`src/rtl/lmem_pkg.sv`:
```
// rtl/lmem_pkg.sv - shared encodings and widths for the local memory arbiter
package lmem_pkg;

  typedef logic [1:0] owner_t;

  localparam owner_t OWN_IDLE = 2'd0;
  localparam owner_t OWN_A    = 2'd1;
  localparam owner_t OWN_B    = 2'd2;

  localparam logic ID_A = 1'b0;
  localparam logic ID_B = 1'b1;

  localparam int LMEM_AW = 10;
  localparam int LMEM_DW = 32;

  // Burst counter width; a burst of one still needs a 1-bit counter.
  function automatic int cnt_width(input int max_burst);
    return (max_burst <= 1) ? 1 : $clog2(max_burst);
  endfunction

endpackage

```
`src/rtl/lmem_rd_pipe.sv`:
```
// rtl/lmem_rd_pipe.sv - RD_LAT-deep {vld,id} shift register tracking reads in flight
module lmem_rd_pipe #(
  parameter int RD_LAT = 1
) (
  input  logic clk,
  input  logic rst_n,
  input  logic push_vld,
  input  logic push_id,
  output logic tail_vld,
  output logic tail_id
);

  logic [RD_LAT-1:0] vld_q;
  logic [RD_LAT-1:0] id_q;

  always_ff @(posedge clk or negedge rst_n) begin
    if (!rst_n) begin
      vld_q <= '0;
      id_q  <= '0;
    end else begin
      vld_q[0] <= push_vld;
      id_q[0]  <= push_id;
      for (int i = RD_LAT - 1; i > 0; i--) begin
        vld_q[i] <= vld_q[i-1];
        id_q[i]  <= id_q[i-1];
      end
    end
  end

  assign tail_vld = vld_q[RD_LAT-1];
  assign tail_id  = id_q[RD_LAT-1];

endmodule

```
`src/rtl/local_mem_arbiter.sv`:
```
// rtl/local_mem_arbiter.sv - round-robin, burst-bounded sharing of the local memory by RX (A) and TX (B)
module local_mem_arbiter
  import lmem_pkg::*;
#(
  parameter int MAX_BURST = 16,
  parameter int RD_LAT    = 1,
  parameter int AW        = LMEM_AW,
  parameter int DW        = LMEM_DW
) (
  input  logic          clk,
  input  logic          rst_n,
  input  logic          a_req,
  input  logic          a_we,
  input  logic [AW-1:0] a_addr,
  input  logic [DW-1:0] a_din,
  output logic          a_gnt,
  output logic          a_rd_vld,
  input  logic          b_req,
  input  logic          b_we,
  input  logic [AW-1:0] b_addr,
  input  logic [DW-1:0] b_din,
  output logic          b_gnt,
  output logic          b_rd_vld,
  output logic [DW-1:0] rd_data,
  output logic          mem_we,
  output logic [AW-1:0] mem_addr,
  output logic [DW-1:0] mem_din,
  input  logic [DW-1:0] mem_dout
);

  localparam int            CW       = cnt_width(MAX_BURST);
  localparam logic [CW-1:0] CNT_LAST = CW'(MAX_BURST - 1);

  owner_t        owner_q, owner_d;
  logic          last_q, last_d;
  logic [CW-1:0] cnt_q, cnt_d;

  logic accept;
  logic push_vld;
  logic push_id;
  logic tail_vld;
  logic tail_id;

  always_ff @(posedge clk or negedge rst_n) begin
    if (!rst_n) begin
      owner_q <= OWN_IDLE;
      last_q  <= ID_B;
      cnt_q   <= '0;
    end else begin
      owner_q <= owner_d;
      last_q  <= last_d;
      cnt_q   <= cnt_d;
    end
  end

  // An owner that keeps requesting holds every cycle, so each held cycle is an accepted beat.
  always_comb begin
    owner_d = owner_q;
    last_d  = last_q;
    cnt_d   = cnt_q;
    case (owner_q)
      OWN_IDLE: begin
        if (a_req && (!b_req || last_q == ID_B)) owner_d = OWN_A;
        else if (b_req)                          owner_d = OWN_B;
      end
      OWN_A: begin
        if (!a_req) begin
          owner_d = b_req ? OWN_B : OWN_IDLE;
        end else if (cnt_q == CNT_LAST) begin
          cnt_d = '0;
          if (b_req) owner_d = OWN_B;
        end else begin
          cnt_d = cnt_q + CW'(1);
        end
      end
      OWN_B: begin
        if (!b_req) begin
          owner_d = a_req ? OWN_A : OWN_IDLE;
        end else if (cnt_q == CNT_LAST) begin
          cnt_d = '0;
          if (a_req) owner_d = OWN_A;
        end else begin
          cnt_d = cnt_q + CW'(1);
        end
      end
      default: owner_d = OWN_IDLE;
    endcase
    if (owner_d != owner_q) begin
      cnt_d = '0;
      if (owner_q == OWN_A)      last_d = ID_A;
      else if (owner_q == OWN_B) last_d = ID_B;
    end
  end

  always_comb begin
    a_gnt    = (owner_q == OWN_A);
    b_gnt    = (owner_q == OWN_B);
    accept   = (a_gnt && a_req) || (b_gnt && b_req);
    mem_addr = a_gnt ? a_addr : b_addr;
    mem_din  = a_gnt ? a_din  : b_din;
    mem_we   = accept && (a_gnt ? a_we : b_we);
    push_vld = accept && !(a_gnt ? a_we : b_we);
    push_id  = b_gnt ? ID_B : ID_A;
  end

  lmem_rd_pipe #(
    .RD_LAT (RD_LAT)
  ) u_rd_pipe (
    .clk      (clk),
    .rst_n    (rst_n),
    .push_vld (push_vld),
    .push_id  (push_id),
    .tail_vld (tail_vld),
    .tail_id  (tail_id)
  );

  assign a_rd_vld = tail_vld && (tail_id == ID_A);
  assign b_rd_vld = tail_vld && (tail_id == ID_B);
  assign rd_data  = mem_dout;

endmodule

```
`config.mk`:
```
export PLATFORM = sky130hd
export DESIGN_NAME = local_mem_arbiter
export DESIGN_NICKNAME = d
export VERILOG_FILES = /design/src/rtl/lmem_pkg.sv /design/src/rtl/lmem_rd_pipe.sv /design/src/rtl/local_mem_arbiter.sv
export SDC_FILE = /design/constraint.sdc
export NUM_CORES = 1
export LEC_CHECK = 0
export ABC_AREA = 1
export BUFFER_PORTS_ARGS = -buffer_cell sky130_fd_sc_hd__buf_2
export CAP_MARGIN = 10
export CORE_MARGIN = 5
export CORE_UTILIZATION = 28
export CTS_CLUSTER_SIZE = 16
export DETAILED_ROUTE_END_ITERATION = 8
export PLACE_DENSITY_LB_ADDON = 0.1
export RECOVER_POWER = 25
export SKIP_LAST_GASP = 1
export SLEW_MARGIN = 25
export SYNTH_ARGS = -nofsm -noshare
export SYNTH_HDL_FRONTEND = slang
export SYNTH_HIERARCHICAL = 1
export SYNTH_SLANG_ARGS = --single-unit
```
`constraint.sdc`:
```
create_clock -name clk -period 1.7 [get_ports clk]
set_clock_uncertainty 0.1 [all_clocks]
set_input_delay 0.17 -clock clk [delete_from_list [all_inputs] [get_ports clk]]
set_output_delay 0.17 -clock clk [all_outputs]
set_load 0.01 [all_outputs]
```
==> results.json <==
{
  "cp-end-kind": "primary output",
  "async_flop_share": 1.00,
  "path_cells": "inv_2 -> ha_4 -> inv_8 -> buf_6 -> buf_8 -> nand2_1 -> nand2_1 -> buf_2",
  "worstSkewPairLatency_ns": 0.24,
  "cpPeakStageDelay_ns": 0.38,
  "dr.pass1.iters": 4,
  "swShare": 0.479,
  "post_dp_cell_area_um2": 1990,
  "crit_arrival_ns": 1.48,
  "synth_area_leader_cell": "nand2_1",
  "post_drt_wl_per_cell_um": 12.2,
  "max_cap_viol_count": 0,
  "syn_area_um2": 1410,
  "grt_util_met2": 0.255,
  "clk_path_buf_depth": 2,
  "hold_viol": 0,
  "grt_max_degree": 34,
  "synth_commonest_cells": "nand2_1, buf_4, inv_1, nor2_1",
  "antenna_found_initial": 0,
  "dpl.hpwl_um": 4230,
  "numCtsBuffers": 3,
  "ant_nets": 0,
  "drive_above_1_share": 0.511,
  "finalSetupViolations": 27,
  "synthesis.instances": 268,
  "slowest_stage": "dfrtp_1",
  "slew_headroom": 0.851,
  "cpMostUsedCell": "nand2_1",
  "synthDistinctLibCells": 20,
  "dieArea_um2": 6540,
  "avgViaCountPerCell": 4.24,
  "path_max_fanout": 8,
  "post-place-ws_ns": -0.0518,
  "grt.overflow.total": 0,
  "synth.avg_cell_area_um2": 5.25,
  "min_path_type": "in2reg",
  "num_vias": 1969,
  "cts_root_buf": "clkbuf_8",
  "crit_required_ns": 1.43,
  "htreeDepth": 1,
  "min_path_cells": 4,
  "fin_cells": 464,
  "fin_util": 0.501,
  "die_w_um": 80.9,
  "synth.most_common_cell": "nand2_1",
  "worstMarginPinSlew_ns": 0.223,
  "dp_cells": 442,
  "busiest_layer": "met2",
  "synth_edf_count": 0,
  "power.internal_mw": 1.84,
  "period_minus_slack_ns": 1.75,
  "finalNetCount": 525,
  "numClockSinks": 9,
  "path_class": "reg2out",
  "synth_area_leaders": "nand2_1, buf_4, dfrtp_1",
  "io_pins": 201,
  "gp_congestion": 0.893,
  "use_met1": 0.169,
  "synth_top_area_frac": 0.421,
  "cts_tree": "built",
  "period_share": 1.03,
  "start_util": 0.292,
  "rows": 25,
  "reg2reg_depth": 15,
  "fillCellCount": 542,
  "drtIter0Drc": 85,
  "power_frac_comb": 0.834,
  "grtUsageTotal": 0.144,
  "diodes": 0,
  "io_buffers": 136,
  "final_cell_area_um2": 2410,
  "slew_viol_final": 0,
  "regArea_um2": 226,
  "leakagePower_nw": 1.53,
  "die_h_um": 80.9,
  "yosysSeqAreaShare": 0.161,
  "p_clk_frac": 0.074,
  "ys.flop_type": "dfrtp_1",
  "yosysWarnings": 6,
  "ys_seq_elements": 9,
  "p_sw_mw": 1.70,
  "finalWorstSetupSlack_ns": -0.0458,
  "cp-start-kind": "flop",
  "synthToLayoutAreaGrowth_pct": 71.4,
  "ir_drop_mv": 0.544,
  "met3_usage": 0.0443,
  "seqPwrFrac": 0.092,
  "power.density_nw_per_um2": 1470,
  "grt_pass1_wl_um": 7770,
  "power_mw": 3.54,
  "core_um2": 4820,
  "syn-num-nets": 395,
  "max_freq_mhz": 573,
  "wirelength_um": 5680,
  "outcome": "complete, but fails checks",
  "rsz0062_at_grt": "yes",
  "drc": 0,
  "violations": "negative setup slack",
  "multiInputGateArea_um2": 953,
  "grt_pass1_vias": 1817,
  "path_clk_slew_ns": 0.05
}
[cells in the final DEF (no fill, tap or decap), types with 2 or more instances in the layout]
cell       instances
a21oi_1            3
buf_6              6
inv_2              3
dfrtp_1            8
ha_4               3
nand3_1            4
nor2_1            17
nand2_2           14
buf_12             3
buf_8              2
nand2_1          142
clkbuf_16          2
buf_4             18
clkbuf_8           3
inv_1             15
nand2_4            4
buf_2            134
nor2_2             2
[critical path, delay by kind of cell, from the launching register on]
| kind | cells | cell delay [ns] |
|---|---|---|
| buf+inv | 5 | 0.54 |
| flops | 1 | 0.38 |
| simple gates | 2 | 0.09 |
| fa+ha+maj | 1 | 0.22 |
[area by class of cell]
type / count / area share
Timing Repair Buffer: 166 / 0.424
Multi-Input combinational cell: 199 / 0.395
Sequential cell: 9 / 0.0939
Tap cell: 67 / 0.0348
Inverter: 19 / 0.0327
Clock buffer: 3 / 0.0171
Clock inverter: 1 / 0.00207
[per-stage QoR]
stage | hold WS (ns) | TNS, ns
2_1_floorplan | -0.226 | 0
6_report | 0.0782 | -0.930
5_1_grt | 0.0926 | -3.84
3_3_place_gp | -0.0564 | -0.0135
3_5_place_dp | -0.0561 | -0.0518
4_1_cts | 0.0810 | -0.0280
[path summary, 6_finish.rpt]
check                      slack (ns)                  to  startpoint
max in group asynchronous        1.03              last_q       rst_n
max reg2reg                     -0.03              last_q  owner_q[0]
min                              0.08  u_rd_pipe/tail_vld        b_we
min reg2reg                      0.36              last_q      last_q
min in group asynchronous        0.22  u_rd_pipe/tail_vld       rst_n
max                             -0.05         mem_din[30]  owner_q[1]
[layer usage]
layer	routed length, um	vias up
li1	-	1023
met1	2180	836
met2	2970	104
met3	483	6
met4	45	0
met5	0	-
[sequential cells by signal, indices dropped and copies added, names as in the netlist]
name	count
cnt_q	4
last_q	1
u_rd_pipe/tail_id	1
owner_q	2
u_rd_pipe/tail_vld	1
[power by group through the flow]
stage	clock network (mW)	registers [mW]	logic, mW
6_report	0.263	0.327	2.95
5_1_grt	0.282	0.335	3.26
4_1_cts	0.265	0.327	2.35
3_5_place_dp	0	0.329	2.16
3_3_place_gp	0	0.328	2.17
2_1_floorplan	0	0.331	1.34
[logic make-up after synthesis]
logic type / after synthesis / share of synthesized area
compound gates: 4 / 0.0142
fa+ha+maj: 5 / 0.0444
simple gates: 189 / 0.528
flops: 9 / 0.161
xor+xnor: 1 / 0.00622
buf+inv: 60 / 0.246
[what timing repair did]
action	4_1_cts	5_1_grt
hold endpoints to repair	9	0
gates cloned	0	4
pin swaps	2	7
hold buffers	1	0
setup endpoints to repair	44	48
gates resized for setup	15	38
setup buffers	3	10
(Power assumes the default switching activity.)
